<file path="src/rtl/exe_divider_pkg.sv">
// Shared constants and types for the EXE-stage RV32M divider.
package exe_divider_pkg;

   localparam int WORD_WIDTH   = 32;
   localparam int REGFILE_BITS = 5;
   localparam int CNT_BITS     = 6;

   localparam logic [1:0] DIV_OP_DIV  = 2'b00;
   localparam logic [1:0] DIV_OP_DIVU = 2'b01;
   localparam logic [1:0] DIV_OP_REM  = 2'b10;
   localparam logic [1:0] DIV_OP_REMU = 2'b11;

   typedef enum logic [1:0] {
      ST_IDLE = 2'd0,
      ST_CALC = 2'd1,
      ST_DONE = 2'd2
   } div_state_t;

endpackage

</file>
<file path="src/rtl/exe_divider_core.sv">
// Unsigned restoring divider iterator: one quotient bit per step, count runs WIDTH-1 down to 0.
// Exposes the next-step quotient/remainder so the caller can register the final result directly.
module div_core_unsigned #(
   parameter int WIDTH = 32,
   parameter int CNT_W = 6
) (
   input  logic             clk,
   input  logic             rst,
   input  logic             start,
   input  logic             step,
   input  logic [WIDTH-1:0] dividend,
   input  logic [WIDTH-1:0] divisor,
   output logic [CNT_W-1:0] count,
   output logic [WIDTH-1:0] quot_nxt,
   output logic [WIDTH-1:0] rem_nxt
);

   // A restored remainder is always below the divisor, so it fits WIDTH bits;
   // the extra bit only exists in the shifted/trial values.
   logic [WIDTH-1:0] prem;
   logic [WIDTH-1:0] quot;
   logic [WIDTH-1:0] dvsr;
   logic [WIDTH:0]   shifted;
   logic [WIDTH:0]   trial;

   always_comb begin
      shifted  = {prem, quot[WIDTH-1]};
      trial    = shifted - {1'b0, dvsr};
      quot_nxt = {quot[WIDTH-2:0], ~trial[WIDTH]};
      rem_nxt  = trial[WIDTH] ? shifted[WIDTH-1:0] : trial[WIDTH-1:0];
   end

   always_ff @(posedge clk) begin
      if (rst) begin
         count <= '0;
         prem  <= '0;
         quot  <= '0;
         dvsr  <= '0;
      end else if (start) begin
         count <= CNT_W'(WIDTH - 1);
         prem  <= '0;
         quot  <= dividend;
         dvsr  <= divisor;
      end else if (step) begin
         prem <= rem_nxt;
         quot <= quot_nxt;
         if (count != '0) begin
            count <= count - CNT_W'(1);
         end
      end
   end

endmodule

</file>
<file path="src/rtl/exe_divider.sv">
// EXE-stage RV32M DIV/DIVU/REM/REMU: 33-cycle latency (1 cycle for special cases with DIV_EARLY_OUT_EN),
// busy stalls the pipeline while an op is accepted or calculating; kill aborts an op in CALC.
module exe_divider
   import exe_divider_pkg::*;
#(
   parameter int WIDTH   = WORD_WIDTH,
   parameter int RD_BITS = REGFILE_BITS
) (
   input  logic               clk,
   input  logic               rst,
   input  logic               kill,
   input  logic               div_valid,
   input  logic [1:0]         div_op,
   input  logic [WIDTH-1:0]   opA,
   input  logic [WIDTH-1:0]   opB,
   input  logic [RD_BITS-1:0] rd,
   output logic               busy,
   output logic               result_valid,
   output logic [WIDTH-1:0]   result,
   output logic [RD_BITS-1:0] result_rd
);

   localparam logic [WIDTH-1:0] MIN_NEG = {1'b1, {(WIDTH-1){1'b0}}};

   div_state_t          state, state_nxt;
   logic                accept, early, is_signed, is_rem, a_neg, b_neg, spc_hit;
   logic [WIDTH-1:0]    mag_a, mag_b, spc_val;
   logic [1:0]          op_r;
   logic [RD_BITS-1:0]  rd_r;
   logic                neg_q_r, neg_r_r, spc_r, is_rem_r;
   logic [WIDTH-1:0]    spc_val_r;
   logic [CNT_BITS-1:0] count;
   logic [WIDTH-1:0]    quot_nxt, rem_nxt, raw, fixed;

   assign accept    = (state == ST_IDLE) && div_valid && !kill;
   assign is_signed = (div_op == DIV_OP_DIV) || (div_op == DIV_OP_REM);
   assign is_rem    = (div_op == DIV_OP_REM) || (div_op == DIV_OP_REMU);
   assign a_neg     = is_signed && opA[WIDTH-1];
   assign b_neg     = is_signed && opB[WIDTH-1];
   assign mag_a     = a_neg ? -opA : opA;
   assign mag_b     = b_neg ? -opB : opB;
   assign is_rem_r  = (op_r == DIV_OP_REM) || (op_r == DIV_OP_REMU);

   // Results the iterator cannot produce correctly are fixed at accept time.
   always_comb begin
      spc_hit = 1'b0;
      spc_val = '0;
      if (opB == '0) begin
         spc_hit = 1'b1;
         spc_val = is_rem ? opA : '1;
      end else if (is_signed && (opA == MIN_NEG) && (opB == '1)) begin
         spc_hit = 1'b1;
         spc_val = is_rem ? '0 : MIN_NEG;
      end
`ifdef DIV_EARLY_OUT_EN
      else if (opA == '0) begin
         spc_hit = 1'b1;
         spc_val = '0;
      end
`endif
   end

`ifdef DIV_EARLY_OUT_EN
   assign early = spc_hit;
`else
   assign early = 1'b0;
`endif

   always_comb begin
      state_nxt = state;
      busy      = 1'b0;
      case (state)
         ST_IDLE: begin
            if (accept) begin
               busy      = 1'b1;
               state_nxt = early ? ST_DONE : ST_CALC;
            end
         end
         ST_CALC: begin
            busy = 1'b1;
            if (kill) begin
               state_nxt = ST_IDLE;
            end else if (count == '0) begin
               state_nxt = ST_DONE;
            end
         end
         ST_DONE:  state_nxt = ST_IDLE;
         default:  state_nxt = ST_IDLE;
      endcase
   end

   always_comb begin
      raw   = is_rem_r ? rem_nxt : quot_nxt;
      fixed = (is_rem_r ? neg_r_r : neg_q_r) ? -raw : raw;
   end

   div_core_unsigned #(
      .WIDTH (WIDTH),
      .CNT_W (CNT_BITS)
   ) u_core (
      .clk      (clk),
      .rst      (rst),
      .start    (accept),
      .step     (state == ST_CALC),
      .dividend (mag_a),
      .divisor  (mag_b),
      .count    (count),
      .quot_nxt (quot_nxt),
      .rem_nxt  (rem_nxt)
   );

   always_ff @(posedge clk) begin
      if (rst) begin
         op_r      <= '0;
         rd_r      <= '0;
         neg_q_r   <= 1'b0;
         neg_r_r   <= 1'b0;
         spc_r     <= 1'b0;
         spc_val_r <= '0;
      end else if (accept) begin
         op_r      <= div_op;
         rd_r      <= rd;
         neg_q_r   <= a_neg ^ b_neg;
         neg_r_r   <= a_neg;
         spc_r     <= spc_hit;
         spc_val_r <= spc_val;
      end
   end

   always_ff @(posedge clk) begin
      if (rst) begin
         state     <= ST_IDLE;
         result    <= '0;
         result_rd <= '0;
      end else begin
         state <= state_nxt;
         if (accept && early) begin
            result    <= spc_val;
            result_rd <= rd;
         end else if ((state == ST_CALC) && !kill && (count == '0)) begin
            result    <= spc_r ? spc_val_r : fixed;
            result_rd <= rd_r;
         end
      end
   end

   assign result_valid = (state == ST_DONE);

endmodule
</file>
<file path="config.mk">
export PLATFORM = sky130hd
export DESIGN_NAME = exe_divider
export DESIGN_NICKNAME = d
export VERILOG_FILES = /design/src/rtl/exe_divider_pkg.sv /design/src/rtl/exe_divider_core.sv /design/src/rtl/exe_divider.sv
export SDC_FILE = /design/constraint.sdc
export NUM_CORES = 1
export LEC_CHECK = 0
export BUFFER_PORTS_ARGS = -buffer_cell sky130_fd_sc_hd__buf_2
export CAP_MARGIN = 5
export CORE_ASPECT_RATIO = 1.1
export CORE_MARGIN = 5
export CORE_UTILIZATION = 40
export CTS_CLUSTER_DIAMETER = 200
export DETAILED_ROUTE_END_ITERATION = 7
export SETUP_SLACK_MARGIN = 0.4
export SLEW_MARGIN = 30
export SYNTH_ARGS = -nofsm -noshare
export SYNTH_HDL_FRONTEND = slang
export SYNTH_SLANG_ARGS = --single-unit
</file>
<file path="constraint.sdc">
create_clock -name clk -period 6.5 [get_ports clk]
set_clock_uncertainty 0.15 [all_clocks]
set_input_delay 1.625 -clock clk [delete_from_list [all_inputs] [get_ports clk]]
set_output_delay 1.625 -clock clk [all_outputs]
set_load 0.005 [all_outputs]
</file>
# --- Word-level counts from Yosys, hierarchy flattened ---
# Index checks and enable logic that the tools add are counted.
totals:
  reg_bits: 183
classes:
  muxes: 24
  bitwise: 2
  reduce_logical: 23
  addsub: 5
  n_eq_ne: 10
op_table:
  columns: ["op", "n"]
  rows:
  - ["$mux W32", 12]
  - ["$neg A32 Y32", 3]
  - ["$eq A32 B32 Y1 const B", 2]
  - ["$sub A33 B32 Y33", 1]
  - ["$logic_not A32 Y1", 1]
  - ["$mux W5", 3]
  - ["$eq A2 B2 Y1 const B", 5]
  - ["$logic_and A1 B1 Y1", 8]
  - ["$logic_not A6 Y1", 1]
  - ["$mux W2", 3]
  - ["$reduce_and A2 Y1", 3]
  - ["$reduce_bool A6 Y1", 1]
  - ["$sub A6 B1 Y6 const B", 1]
  - ["$logic_not A2 Y1", 2]
  - ["$mux W1", 4]
  - ["$pmux W2 S2", 1]
  - ["$reduce_bool A2 Y1", 2]
  - ["$logic_or A1 B1 Y1", 3]
  - ["$ne A3 B3 Y1 const B", 1]
  - ["$eq A2 B1 Y1 const B", 1]
  - ["$ne A2 B2 Y1 const B", 1]
  - ["$pmux W1 S2", 1]
  - ["$reduce_or A2 Y1", 1]
  - ["$logic_not A1 Y1", 1]
  - ["2 further kinds", 2]

# --- Logic depth before layout (Yosys ltp) ---
# Gate-level depths: netlist (run 1).
logic_depth:
  depth_word: 6
  mapped_depth: 27

# --- Modules after synthesis ---
# Synthesis (run 1) repeated with hierarchy kept, for this count alone.
unflattened:
  hier_cells: 1641
  area_unflattened_um2: 12852.3
by_module_without_submodules:
  columns: ["mod", "cells_each", "seq_area_each_um2", "area_per_inst_um2", "instances"]
  rows:
  - ["div_core_unsigned", 815, 2042.0, 6631.4, 1]
  - ["exe_divider", 826, 1601.5, 6221.0, 1]

# --- Least setup slack after synthesis (run 1) ---
# Ideal clock, no wire load.
synth_path:
  path_type: "register to register"
  start: "register u_core.quot[31]"
  end: "register result[22]"
  slack_ns: -0.262
  arrival_ns: 6.546
  stages_incl_launch_ff: 28
  cell_sequence: "dfxtp_1 -> inv_1 -> ha_1 -> inv_1 -> fa_1 -> a211oi_2 -> o211ai_2 -> and4_4 -> o21ai_1 -> a21oi_2 -> nor2_1 -> clkbuf_1 -> clkbuf_1 -> mux2i_1 -> nor2_1 -> a21oi_1 -> ha_1 -> nand3_1 -> or4_4 -> o2111ai_2 -> a21oi_2 -> or4_4 -> buf_6 -> or4b_1 -> buf_2 -> o311a_1 -> or3_1 -> a21oi_2"
synth_via:
  elab_chain_cells: 6
synth_rtl:
  columns: ["element", "line_no", "text"]
  rows:
  - ["from (decl)", "exe_divider_core.sv:21", "logic [WIDTH-1:0] quot;"]
  - ["from (signal assigned)", "exe_divider_core.sv:42", "quot <= dividend;"]
  - ["from (signal assigned)", "exe_divider_core.sv:46", "quot <= quot_nxt;"]
  - ["$sub A33 B32 Y33", "exe_divider_core.sv:28", "trial = shifted - {1'b0, dvsr};"]
  - ["$mux W32 or $not A1 Y1 (tied branches)", "exe_divider_core.sv:30, exe_divider_core.sv:29", null]
  - ["$mux W32 *", "exe_divider.sv:93", "raw = is_rem_r ? rem_nxt : quot_nxt;"]
  - ["$neg A32 Y32", "exe_divider.sv:94", "fixed = (is_rem_r ? neg_r_r : neg_q_r) ? -raw : raw;"]
  - ["$mux W32 *", "exe_divider.sv:94", null]
  - ["$mux W32 *", "exe_divider.sv:141", "result <= spc_r ? spc_val_r : fixed;"]
  - ["to (signal assigned)", "exe_divider.sv:138", "result <= spc_val;"]
  - ["to (signal assigned)", "exe_divider.sv:141", null]
  - ["to (decl)", "exe_divider.sv:19", "output logic [WIDTH-1:0] result,"]
# Every way passes the cells marked *; elsewhere a longest branch is shown, timed or not.
# A chain may end at the register's enable or synchronous reset.

# --- Final worst setup path (run 1) ---
layout_path:
  start: "register u_core.dvsr[22]"
  end: "register result[22]"
layout_via:
  elab_chain_cells: 6
layout_rtl:
  columns: ["element", "line_no", "text"]
  rows:
  - ["from (decl)", "exe_divider_core.sv:22", "logic [WIDTH-1:0] dvsr;"]
  - ["from (signal assigned)", "exe_divider_core.sv:43", "dvsr <= divisor;"]
  - ["$sub A33 B32 Y33 *", "exe_divider_core.sv:28", null]
  - ["$mux W32 or $not A1 Y1 (tied branches)", "exe_divider_core.sv:30, exe_divider_core.sv:29", null]
  - ["$mux W32 *", "exe_divider.sv:93", null]
  - ["$neg A32 Y32", "exe_divider.sv:94", null]
  - ["$mux W32 *", "exe_divider.sv:94", null]
  - ["$mux W32 *", "exe_divider.sv:141", null]
# Marked as above.

==> summary.md, run 1 <==
| Metric | Value |
|---|---|
| Die W | 178.3 um |
| Clock root cell | clkbuf_16 |
| Leak Pwr | 5.313 nW |
| Die Y-Extent | 195.1 um |
| Number of synthesis warnings | 0 |
| Sequential share of the synthesized area | 29.24% |
| H-tree Lvls | 4 |
| Peak Freq | 0.1697 GHz |
| Cts bufs inserted | 17 |
| Yosys top cell by area | dfxtp_1 |
| Synth async-reset ratio | 0% |
| Largest net degree at the start of global routing | 94 |
| Peak VDD IR | 0.1726 mV |
| Crit path time final | 5.892 ns |
| Nets | 1,847 |
| GRT overflow | 0 |
| Vias in the first global route | 12,020 |
| Area contributors post-synth | dfxtp_1 (29%), a21oi_1 (6.7%), nand2_1 (6.2%) |
| Worst-Margin Slew | 0.9691 ns |
| Mapped Nets | 1,800 |
| Final Cycle Share | 90.65% |
| CTS tree | yes |
| Skew-Pair Late Insertion Delay | 0.45 ns |
| Die area | 34,780 um^2 |
| Sink Count | 182 |
| Critical setup path kind | flip-flop to flip-flop |
| First-pass GRT wire length | 68,860 um |
| Initial drt markers | 1,061 |
| EDFF count, synth | 0 |
| Routed length per instance | 20.63 um |
| Ports | 114 |
| Layout cells sized above 1 | 12.82% |
| Setup violators final | 0 |
| Hold Path Class | flip-flop to flip-flop |
| Netlist cell types | 81 |
| Syn_area_per_cell | 7.386 um^2 |
| Slew HR | 33.72% |
| Starting Density | 40.72% |
| Synth Flop Type | dfxtp_1 |
| Drt pass-1 iters | 5 |
| Fin. Hold Viols | 0 |
| Crit Path Max Fanout | 11 |
| Post-detail-place hpwl | 33,240 um |
| Final Util | 45.72% |
| Rows | 67 |
| CP Data Required Time | 6.74 ns |
| Via count | 12,900 |
| R2R depth | 19 |
| Clock buffer depth | 2 |
| RSZ-0062 raised after global routing | false |
| Gate count after technology mapping | 1,687 |
| DRC | 0 |
| Vias per cell | 5.970 |
| Register bit count reported by yosys | 182 |
| Cell Area, Synth | 12,460 um^2 |
| # diodes | 0 |
| Yosys top cell area share | 29.24% |
| Gr usage total | 25.03% |
| Max-Cap Viols | 0 |
| Initial antenna violation count | 1 |
| Core area | 30,600 um^2 |
| Synth-to-layout area growth | 12.27% |
| Post-DRT Antenna Nets | 0 |
| Routed WL | 44,590 um |
| Worst EP arrival | 6.13 ns |
| Max-slew violations | 0 |
| PwrDens | 252.0 nW/um^2 |
| Status | finished, final reports clean |
| Hold Path Depth | 2 |
| Final Wtd Congestion | 0.9282 |
| Setup TNS | 0 ns |
| CP endpoint kind | flip-flop |
| Crit start category | flip-flop |
| Count of input and output buffers | 113 |
| Worst-path clk slew | 0.08 ns |
| Fill count | 3,135 |
[flip-flops by register name (all words and copies together), names as in the netlist]
| name | cells |
|---|---|
| u_core.quot | 32 |
| op_r | 1 |
| spc_r | 1 |
| rd_r | 5 |
| state | 2 |
| u_core.dvsr | 32 |
| result | 32 |
| result_rd | 5 |
| spc_val_r | 32 |
| u_core.count | 6 |
| u_core.prem | 32 |
| neg_q_r | 1 |
| neg_r_r | 1 |
[layer usage]
layer / share of wire [%] / global-route usage, %
met4: 3.4 / 8.900
met2: 46 / 39.55
met5: 0.029 / 0
met1: 44 / 34.48
met3: 6.4 / 4.158
[path summary, 6_finish.rpt]
| path | from | endpoint | slack (ns) |
|---|---|---|---|
| max | u_core.dvsr[22]$_SDFFE_PP0P_ | result[22]$_SDFFE_PP0P_ | 0.61 |
| min | spc_val_r[19]$_SDFFE_PP0P_ | spc_val_r[19]$_SDFFE_PP0P_ | 0.30 |
| max reg2reg | u_core.dvsr[22]$_SDFFE_PP0P_ | result[22]$_SDFFE_PP0P_ | 0.61 |
| min reg2reg | spc_val_r[19]$_SDFFE_PP0P_ | spc_val_r[19]$_SDFFE_PP0P_ | 0.30 |
[critical path, cell delays in order, from the launching register on]
cell       delay [ns]
dfxtp_1          0.34
inv_1            0.06
ha_1             0.47
nand2_1          0.21
o21ai_1          0.26
a21oi_2          0.12
o2111ai_1        0.42
o21ai_0          0.31
nor2_4           0.22
a22o_1           0.27
ha_4             0.20
nand3_1          0.09
or4_4            0.44
o2111ai_2        0.12
a21oi_2          0.10
or4_4            0.61
or4b_4           0.61
o311a_1          0.34
or3_1            0.37
a21oi_2          0.12
[cells in the final DEF, fill, tap and decap left out, types with 15 or more instances in the layout]
master	n
nand2_1	204
xnor2_1	56
nor3_1	38
nor4_1	17
a21oi_1	165
a211oi_1	57
xor2_1	42
ha_1	34
inv_1	61
o21ai_0	108
a31oi_1	15
o41ai_1	16
buf_2	112
dfxtp_1	181
a22oi_1	30
nor2_1	164
nor2b_1	35
buf_4	25
or3_1	25
nand4_1	19
clkbuf_16	17
a21o_1	21
mux2i_1	24
o31ai_1	21
nand3_1	31
[report_power, final]
group	internal [W]	switching [W]	total [W]
Clock	0.000515	0.000537	0.00105
Combinational	0.000438	0.000829	0.00127
Sequential	0.00116	0.0000446	0.00121
Total	0.00211	0.00141	0.00353
[stage by stage]
step	worst slack, ns	std cells	instance area [um^2]	total power, W	hold slack [ns]
global placement	0.4283	2127	13340	0.002451	0.2782
finish	0.6077	2161	13990	0.003525	0.3008
detailed placement	0.3161	2127	13340	0.002447	0.2880
global route	0.4286	2161	13990	0.003696	0.3263
CTS	0.4266	2160	13930	0.003507	0.3059
floorplan	0.4289	1687	12500	0.002068	0.2663
[logic make-up (layout without fill, tap and decap cells)]
logic type / after synthesis / in the layout / synth area share [%]
adders and majority gates: 38 / 38 / 3.876
DFF: 182 / 182 / 29.24
buffers and inverters: 171 / 231 / 5.282
xor gates and xnor gates: 98 / 98 / 6.889
AOI/OAI and AO/OA: 560 / 560 / 29.35
and+or+nand+nor: 609 / 609 / 22.99
muxes: 29 / 29 / 2.370
[cell type report]
class | instances | area (um^2) | share of cell area, %
clock buffers | 17 | 425.4 | 3.041
multi-input cells | 1334 | 8257 | 59.03
repair buffers | 138 | 759.5 | 5.429
flip-flops and latches | 182 | 3645 | 26.06
clock inverters | 15 | 155.1 | 1.109
well taps | 414 | 518.0 | 3.703
inverters | 61 | 229.0 | 1.637
[synth_stat cells (5+ instances only)]
library cell,n
nand2_1,205
dfxtp_1,182
nor2_1,168
a21oi_1,166
o21ai_0,108
clkbuf_1,92
inv_1,61
a211oi_1,57
xnor2_1,56
xor2_1,42
nor3_1,39
ha_1,37
nor2b_1,36
nand3_1,31
a22oi_1,30
mux2i_1,25
or3_1,25
a21o_1,21
o31ai_1,21
nand4_1,19
nor4_1,18
o41ai_1,16
a31oi_1,15
nand2b_1,14
o211ai_1,14
a311oi_1,10
buf_1,10
or4_1,10
o2111ai_1,9
a21boi_0,8
and2_1,8
and3_1,8
o21a_1,8
or2_2,8
buf_2,7
o311a_1,7
o31a_1,7
a21oi_2,6
a41oi_1,5
o21ai_1,5
o22ai_1,5
[what timing repair did]
| item | in CTS | in global routing |
|---|---|---|
| endpoints found under the setup margin | 2 | 7 |
| pin swaps | 1 | 3 |
| buffers inserted | 1 | 1 |
| hold buffers | 0 | 0 |
| gates resized for setup | 1 | 11 |
Note: power is estimated with default switching activity, not from simulation.
==> run 2, diff against run 1 <==
--- a/config.mk
+++ b/config.mk
@@ -8,10 +8,10 @@
 export BUFFER_PORTS_ARGS = -buffer_cell sky130_fd_sc_hd__buf_2
 export CAP_MARGIN = 5
 export CORE_ASPECT_RATIO = 1.1
-export CORE_MARGIN = 5
-export CORE_UTILIZATION = 40
+export CORE_UTILIZATION = 43
 export CTS_CLUSTER_DIAMETER = 200
 export DETAILED_ROUTE_END_ITERATION = 7
+export GPL_TIMING_DRIVEN = 0
 export SETUP_SLACK_MARGIN = 0.4
 export SLEW_MARGIN = 30
 export SYNTH_ARGS = -nofsm -noshare
==> run 2 against run 1 <==
Against the previous run: wire length up 13%; maximum frequency down 5.3%; via count up 5.7%; design area up 5.1%; sequential share of layout area down 1.2 points; register-to-register slack worse by 0.33 ns; worst hold slack about the same; setup slack worse by 0.33 ns; die area down 15%; clock-buffer cell count up 1; clock power about the same; utilization up 5.6 points; critical path type unchanged.
==> summary.md, run 2 (same netlist as run 1, synthesis figures left out) <==
| Metric | Value |
|---|---|
| Status | finished, final reports clean |
| Clock root cell | clkbuf_16 |
| Rows | 65 (-3.0%) |
| Fin. Hold Viols | 0 (unchanged) |
| Switch Pwr | 0.001502 W (+6.4%) |
| Vias per cell | 6.107 (+2.3%) |
| Skew-Pair Late Insertion Delay | 0.45 ns (about the same) |
| PwrDens | 253.9 nW/um^2 (+0.74%) |
| Hold Path Class | flip-flop to flip-flop |
| # diodes | 0 (unchanged) |
| Crit-path slowest cell | or4_4 |
| WHS | 0.3009 ns (+0.00005800 ns) |
| Comb pwr share | 39.7% (+3.8 points) |
| Starting Density | 43.52% (+2.8 points) |
| Via count | 13,640 (+5.7%) |
| Peak Freq | 0.1607 GHz (-5.3%) |
| Die Y-Extent | 180.5 um (-7.5%) |
| RSZ-0062 raised after global routing | true |
| CTS tree | yes |
| CP Data Required Time | 6.66 ns (-0.08 ns) |
| Peak VDD IR | 0.1563 mV (-9.4%) |
| Critical setup path kind | flip-flop to flip-flop |
| Ports | 114 (unchanged) |
| Commonest non-fill, non-tap cell in the layout | nand2_1 |
| Cts bufs inserted | 17 (unchanged) |
| Setup TNS | 0 ns (unchanged) |
| Core area | 28,630 um^2 (-6.4%) |
| H-tree Lvls | 4 (unchanged) |
| Net Sw Frac | 40.25% (+0.22 points) |
| Worst-path clk slew | 0.08 ns (about the same) |
| Worst-Margin Slew | 0.9774 ns (+0.008293 ns) |
| R2r setup slk | 0.28 ns (-0.33 ns) |
| Worst EP arrival | 6.39 ns (+0.26 ns) |
| Setup violators final | 0 (unchanged) |
| Most frequent cells in the layout | nand2_1 (204), dfxtp_1 (180), nor2_1 (164), a21oi_1 (163), buf_2 (117) |
| Layout cells sized above 1 | 14.75% (+1.9 points) |
| Max-slew violations | 0 (unchanged) |
| CP endpoint kind | flip-flop |
| P_int | 0.002230 W (+5.5%) |
| Count of input and output buffers | 113 (unchanged) |
| Final Cycle Share | 95.76% (+5.1 points) |
| Post-route setup slack | 0.2754 ns (-0.3323 ns) |
| Reg power frac | 32.4% (-1.8 points) |
| Pre-CTS WS | -1.142 ns (-1.458 ns) |
| Max stage delay on crit path | 0.54 ns (-0.07 ns) |
| Drt pass-1 iters | 5 (unchanged) |
| Leak Pwr | 5.619 nW (+5.8%) |
| Initial drt markers | 1,120 (+5.6%) |
| Post-DRT Antenna Nets | 0 (unchanged) |
| Final Power | 0.003732 W (+5.9%) |
| Gr usage total | 33.65% (+8.6 points) |
| Die W | 164.3 um (-7.8%) |
| Post-detail-place hpwl | 39,320 um (+18%) |
| Crit Path Max Fanout | 4 (-7) |
| First-pass GRT wire length | 75,130 um (+9.1%) |
| Clock power share | 27.9% (-2.0 points) |
| Sink Count | 182 (unchanged) |
| Slew HR | 34.34% (+0.62 points) |
| Die area | 29,660 um^2 (-15%) |
| Nets | 1,965 (+6.4%) |
| Initial antenna violation count | 0 (-1) |
| Routed length per instance | 22.51 um (+9.1%) |
| Crit start category | flip-flop |
| Synth-to-layout area growth | 17.98% |
| Final Wtd Congestion | 0.9458 (+1.9%) |
| Crit path time final | 6.225 ns (+0.3323 ns) |
| Largest net degree at the start of global routing | 19 (-80%) |
| Max-Cap Viols | 0 (unchanged) |
| DRC | 0 (unchanged) |
| Final Util | 51.35% (+5.6 points) |
| Routed WL | 50,260 um (+13%) |
| GRT overflow | 0 (unchanged) |
| Clock buffer depth | 2 (unchanged) |
| Vias in the first global route | 12,750 (+6.1%) |
## run 2: changes by cell type in the layout (fill, tap and decap cells not counted), sizes merged
cell      before  now
clkbuf        17  111
buf          138  163
clkinvlp       2    1
## run 2: metal layers
layer	share of wire (%)	vias to the layer above	track usage [%]	wire length (um)
li1	-	6454	-	-
met1	43	6444	43.37	21530
met2	46	592	53.69	22910
met3	5.6	146	4.304	2831
met4	5.9	0	19.04	2980
met5	0	-	0	0
## run 2: power by group through the flow
stage          clock network, W  registers, W  logic (W)
2_1_floorplan                 0       0.00122   0.000852
3_3_place_gp                  0       0.00123    0.00126
3_5_place_dp                  0       0.00123    0.00126
4_1_cts                 0.00104       0.00121    0.00137
5_1_grt                 0.00109       0.00121    0.00157
6_report                0.00104       0.00121    0.00148
## run 2: cell type report
class | instances | area, um^2
timing repair buffer | 146 | 817.0
fill | 2939 | 13930
tap | 368 | 460.4
sequential | 182 | 3649
clock inverter | 14 | 131.4
clock buffer | 18 | 439.2
inverter | 61 | 231.5
buffer | 110 | 525.5
multi-input combinational | 1334 | 8446
## run 2: final timing paths
path	startpoint	end	depth (start not counted)
hold / removal	result[26]$_SDFFE_PP0P_	result[26]$_SDFFE_PP0P_	2
setup reg to reg	u_core.quot[31]$_SDFFE_PP0P_	result[30]$_SDFFE_PP0P_	27
setup / recovery	u_core.quot[31]$_SDFFE_PP0P_	result[30]$_SDFFE_PP0P_	27
hold reg to reg	result[26]$_SDFFE_PP0P_	result[26]$_SDFFE_PP0P_	2
## run 2: through the flow
step | instance area (um^2) | instances
2_1_floorplan | 12500 | 1687
3_3_place_gp | 13530 | 2168
3_5_place_dp | 13530 | 2168
4_1_cts | 14440 | 2222
5_1_grt | 14700 | 2233
6_report | 14700 | 2233
## run 2: repair_timing
action | 4_1_cts | 5_1_grt
endpoints found under the setup margin | 14 | 14
setup buffers | 22 | 11
gates resized for setup | 46 | 38
hold buffers | 0 | 0
pin swaps | 16 | 31
## run 2: critical path, delay by kind of cell, from the launching register on
family	cells	cell delay [ns]
AOI/OAI and AO/OA	9	1.80
DFF	1	0.37
xor gates and xnor gates	1	0.19
adders and majority gates	3	0.73
and+or+nand+nor	7	1.96
buffers and inverters	6	0.65
muxes	1	0.23
==> run 3, diff against run 2 <==
--- a/config.mk
+++ b/config.mk
@@ -5,13 +5,13 @@
 export SDC_FILE = /design/constraint.sdc
 export NUM_CORES = 1
 export LEC_CHECK = 0
-export BUFFER_PORTS_ARGS = -buffer_cell sky130_fd_sc_hd__buf_2
 export CAP_MARGIN = 5
-export CORE_ASPECT_RATIO = 1.1
 export CORE_UTILIZATION = 43
 export CTS_CLUSTER_DIAMETER = 200
 export DETAILED_ROUTE_END_ITERATION = 7
+export DONT_BUFFER_PORTS = 1
 export GPL_TIMING_DRIVEN = 0
+export MAX_ROUTING_LAYER = met4
 export SETUP_SLACK_MARGIN = 0.4
 export SLEW_MARGIN = 30
 export SYNTH_ARGS = -nofsm -noshare
==> run 3 against run 2 <==
Against the previous run: first-iteration DRC count up 36%; register-to-register slack better by 0.04 ns; wire length up 3.6%; critical path depth unchanged; power up 1.1%.
==> summary.md, run 3 (same netlist as run 1, synthesis figures left out) <==
| Metric | Value |
|---|---|
| Skew-Pair Late Insertion Delay | 0.46 ns (about the same) |
| Critical setup path kind | flip-flop to flip-flop |
| Die W | 172.2 um (+4.8%) |
| P_int | 0.002291 W (+2.7%) |
| Setup TNS | 0 ns (unchanged) |
| Cts bufs inserted | 17 (unchanged) |
| Rows | 61 (-6.2%) |
| Core area | 28,160 um^2 (-1.6%) |
| Crit Path Max Fanout | 3 (-1) |
| Layout cells sized above 1 | 9.720% (-5.0 points) |
| Max stage delay on crit path | 0.52 ns (-0.02 ns) |
| Largest net degree at the start of global routing | 17 (-2) |
| PwrDens | 264.9 nW/um^2 (+4.3%) |
| First-pass GRT wire length | 76,850 um (+2.3%) |
| Status | finished, final reports clean |
| Worst-path clk slew | 0.07 ns (about the same) |
| Initial antenna violation count | 1 (+1) |
| Starting Density | 44.24% (+0.72 points) |
| Drt pass-1 iters | 5 (unchanged) |
| Final Power | 0.003774 W (+1.1%) |
| Nets | 1,849 (-5.9%) |
| Hold Path Class | flip-flop to flip-flop |
| DRC | 0 (unchanged) |
| RSZ-0062 raised after global routing | true |
| Routed length per instance | 24.48 um (+8.8%) |
| Crit path time final | 6.183 ns (-0.04184 ns) |
| Fin. Hold Viols | 0 (unchanged) |
| Hold Buf Count CTS | 0 (unchanged) |
| Commonest non-fill, non-tap cell in the layout | nand2_1 |
| Die area | 29,660 um^2 (about the same) |
| Post-detail-place hpwl | 40,570 um (+3.2%) |
| Comb pwr share | 39.1% (-0.6 points) |
| Peak VDD IR | 0.2464 mV (+58%) |
| Sink Count | 182 (unchanged) |
| M1 WL | 22,820 um (+6.0%) |
| GRT overflow | 0 (unchanged) |
| Peak Freq | 0.1617 GHz (+0.68%) |
| Max-slew violations | 0 (unchanged) |
| Final Cell Area | 14,250 um^2 (-3.1%) |
| Worst EP arrival | 6.43 ns (+0.04 ns) |
| Count of input and output buffers | 0 (-100%) |
| Clock buffer depth | 2 (unchanged) |
| Setup violators final | 0 (unchanged) |
| WL met2 | 22,320 um (-2.6%) |
| Final Util | 50.59% (-0.76 points) |
| DP Area | 12,970 um^2 (-4.1%) |
| Via count | 13,390 (-1.8%) |
| CTS tree | yes |
| Slew HR | 34.48% (+0.14 points) |
| Clock root cell | clkbuf_16 |
| Synth-to-layout area growth | 14.35% |
| Most frequent cells in the layout | nand2_1 (201), dfxtp_1 (178), nor2_1 (165), a21oi_1 (163), o21ai_0 (107) |
| H-tree Lvls | 4 (unchanged) |
| CP endpoint kind | flip-flop |
| Initial drt markers | 1,526 (+36%) |
| Reg power frac | 32.2% (-0.2 points) |
| DR WL met3 | 5384 um (+90%) |
| Most used cell, CP | a21oi_2 |
| Switch Pwr | 0.001483 W (-1.3%) |
| Final Cycle Share | 95.12% (-0.64 points) |
| Clock power share | 28.8% (+0.9 points) |
| Net Sw Frac | 39.29% (-0.96 points) |
| Worst-Margin Slew | 0.9580 ns (-0.01939 ns) |
| Crit start category | flip-flop |
| Final Wtd Congestion | 0.9829 (+3.9%) |
| Crit-path slowest cell | or4_4 |
| Top sig layer | met4 |
| Vias per cell | 6.293 (+3.0%) |
| CP Data Required Time | 6.74 ns (+0.08 ns) |
| Leak Pwr | 5.120 nW (-8.9%) |
| Gr usage total | 36.61% (+3.0 points) |
| Routed WL | 52,090 um (+3.6%) |
| Post-DRT Antenna Nets | 0 (unchanged) |
| Die Y-Extent | 172.2 um (-4.6%) |
| Ports | 114 (unchanged) |
| Vias in the first global route | 12,280 (-3.7%) |
| Max-Cap Viols | 0 (unchanged) |
## run 3: worst max-delay path, delay by kind of cell, from the launching register on
| kind | cells | cell delay, ns |
|---|---|---|
| AND/OR/NAND/NOR | 8 | 2.43 |
| AO/OA/AOI/OAI | 9 | 1.59 |
| adder cells (fa/ha/maj) | 3 | 0.70 |
| buffers and inverters | 6 | 0.66 |
| flip-flops | 1 | 0.35 |
| multiplexers | 1 | 0.24 |
## run 3: timing repair
action / 4_1_cts / 5_1_grt
gates resized for setup: 70 / 31
setup endpoints to repair: 14 / 12
pin swaps: 23 / 23
setup buffers: 25 / 5
## run 3: metal layers
layer  track usage, %  vias up
met2            53.05      663
li1                 -     6224
met1            48.90     6395
met4            11.16        0
met5                -        -
met3            10.37      109
## run 3: final cells by class
class,count,area [um^2]
fillers,2866,13920
multi-input cells,1334,8556
flip-flops and latches,182,3651
plain buffers,110,519.2
well taps,378,473.0
clock buffers,21,450.4
repair buffers,30,229.0
inverters,61,229.0
clock inverters,11,137.6
diodes,1,2.502
## run 3: final timing paths
| kind | startpoint | to | slack, ns | cells past startpoint |
|---|---|---|---|---|
| worst max-delay path | u_core.quot[31]$_SDFFE_PP0P_ | result[22]$_SDFFE_PP0P_ | 0.32 | 27 |
| worst min-delay path | u_core.dvsr[21]$_SDFFE_PP0P_ | u_core.dvsr[21]$_SDFFE_PP0P_ | 0.30 | 2 |
| worst max register to register | u_core.quot[31]$_SDFFE_PP0P_ | result[22]$_SDFFE_PP0P_ | 0.32 | 27 |
| worst min register to register | u_core.dvsr[21]$_SDFFE_PP0P_ | u_core.dvsr[21]$_SDFFE_PP0P_ | 0.30 | 2 |
## run 3: power groups by stage
stage	Clock, W	Sequential (W)	Combinational (W)
final	0.00109	0.00121	0.00147
after global routing	0.00114	0.00122	0.00157
after detailed placement	0	0.00124	0.00122
after CTS	0.00109	0.00121	0.00138
after global placement	0	0.00124	0.00122
after floorplan	0	0.00122	0.000852
## run 3: per-stage QoR
| stage | worst slack, ns | std cells | hold WS (ns) |
|---|---|---|---|
| 2_1_floorplan | 0.4289 | 1687 | 0.2663 |
| 3_5_place_dp | -1.117 | 2065 | 0.2918 |
| 4_1_cts | 0.2649 | 2122 | 0.3041 |
| 6_report | 0.3172 | 2128 | 0.3036 |
| 3_3_place_gp | -1.135 | 2065 | 0.2791 |
| 5_1_grt | 0.2194 | 2128 | 0.3160 |
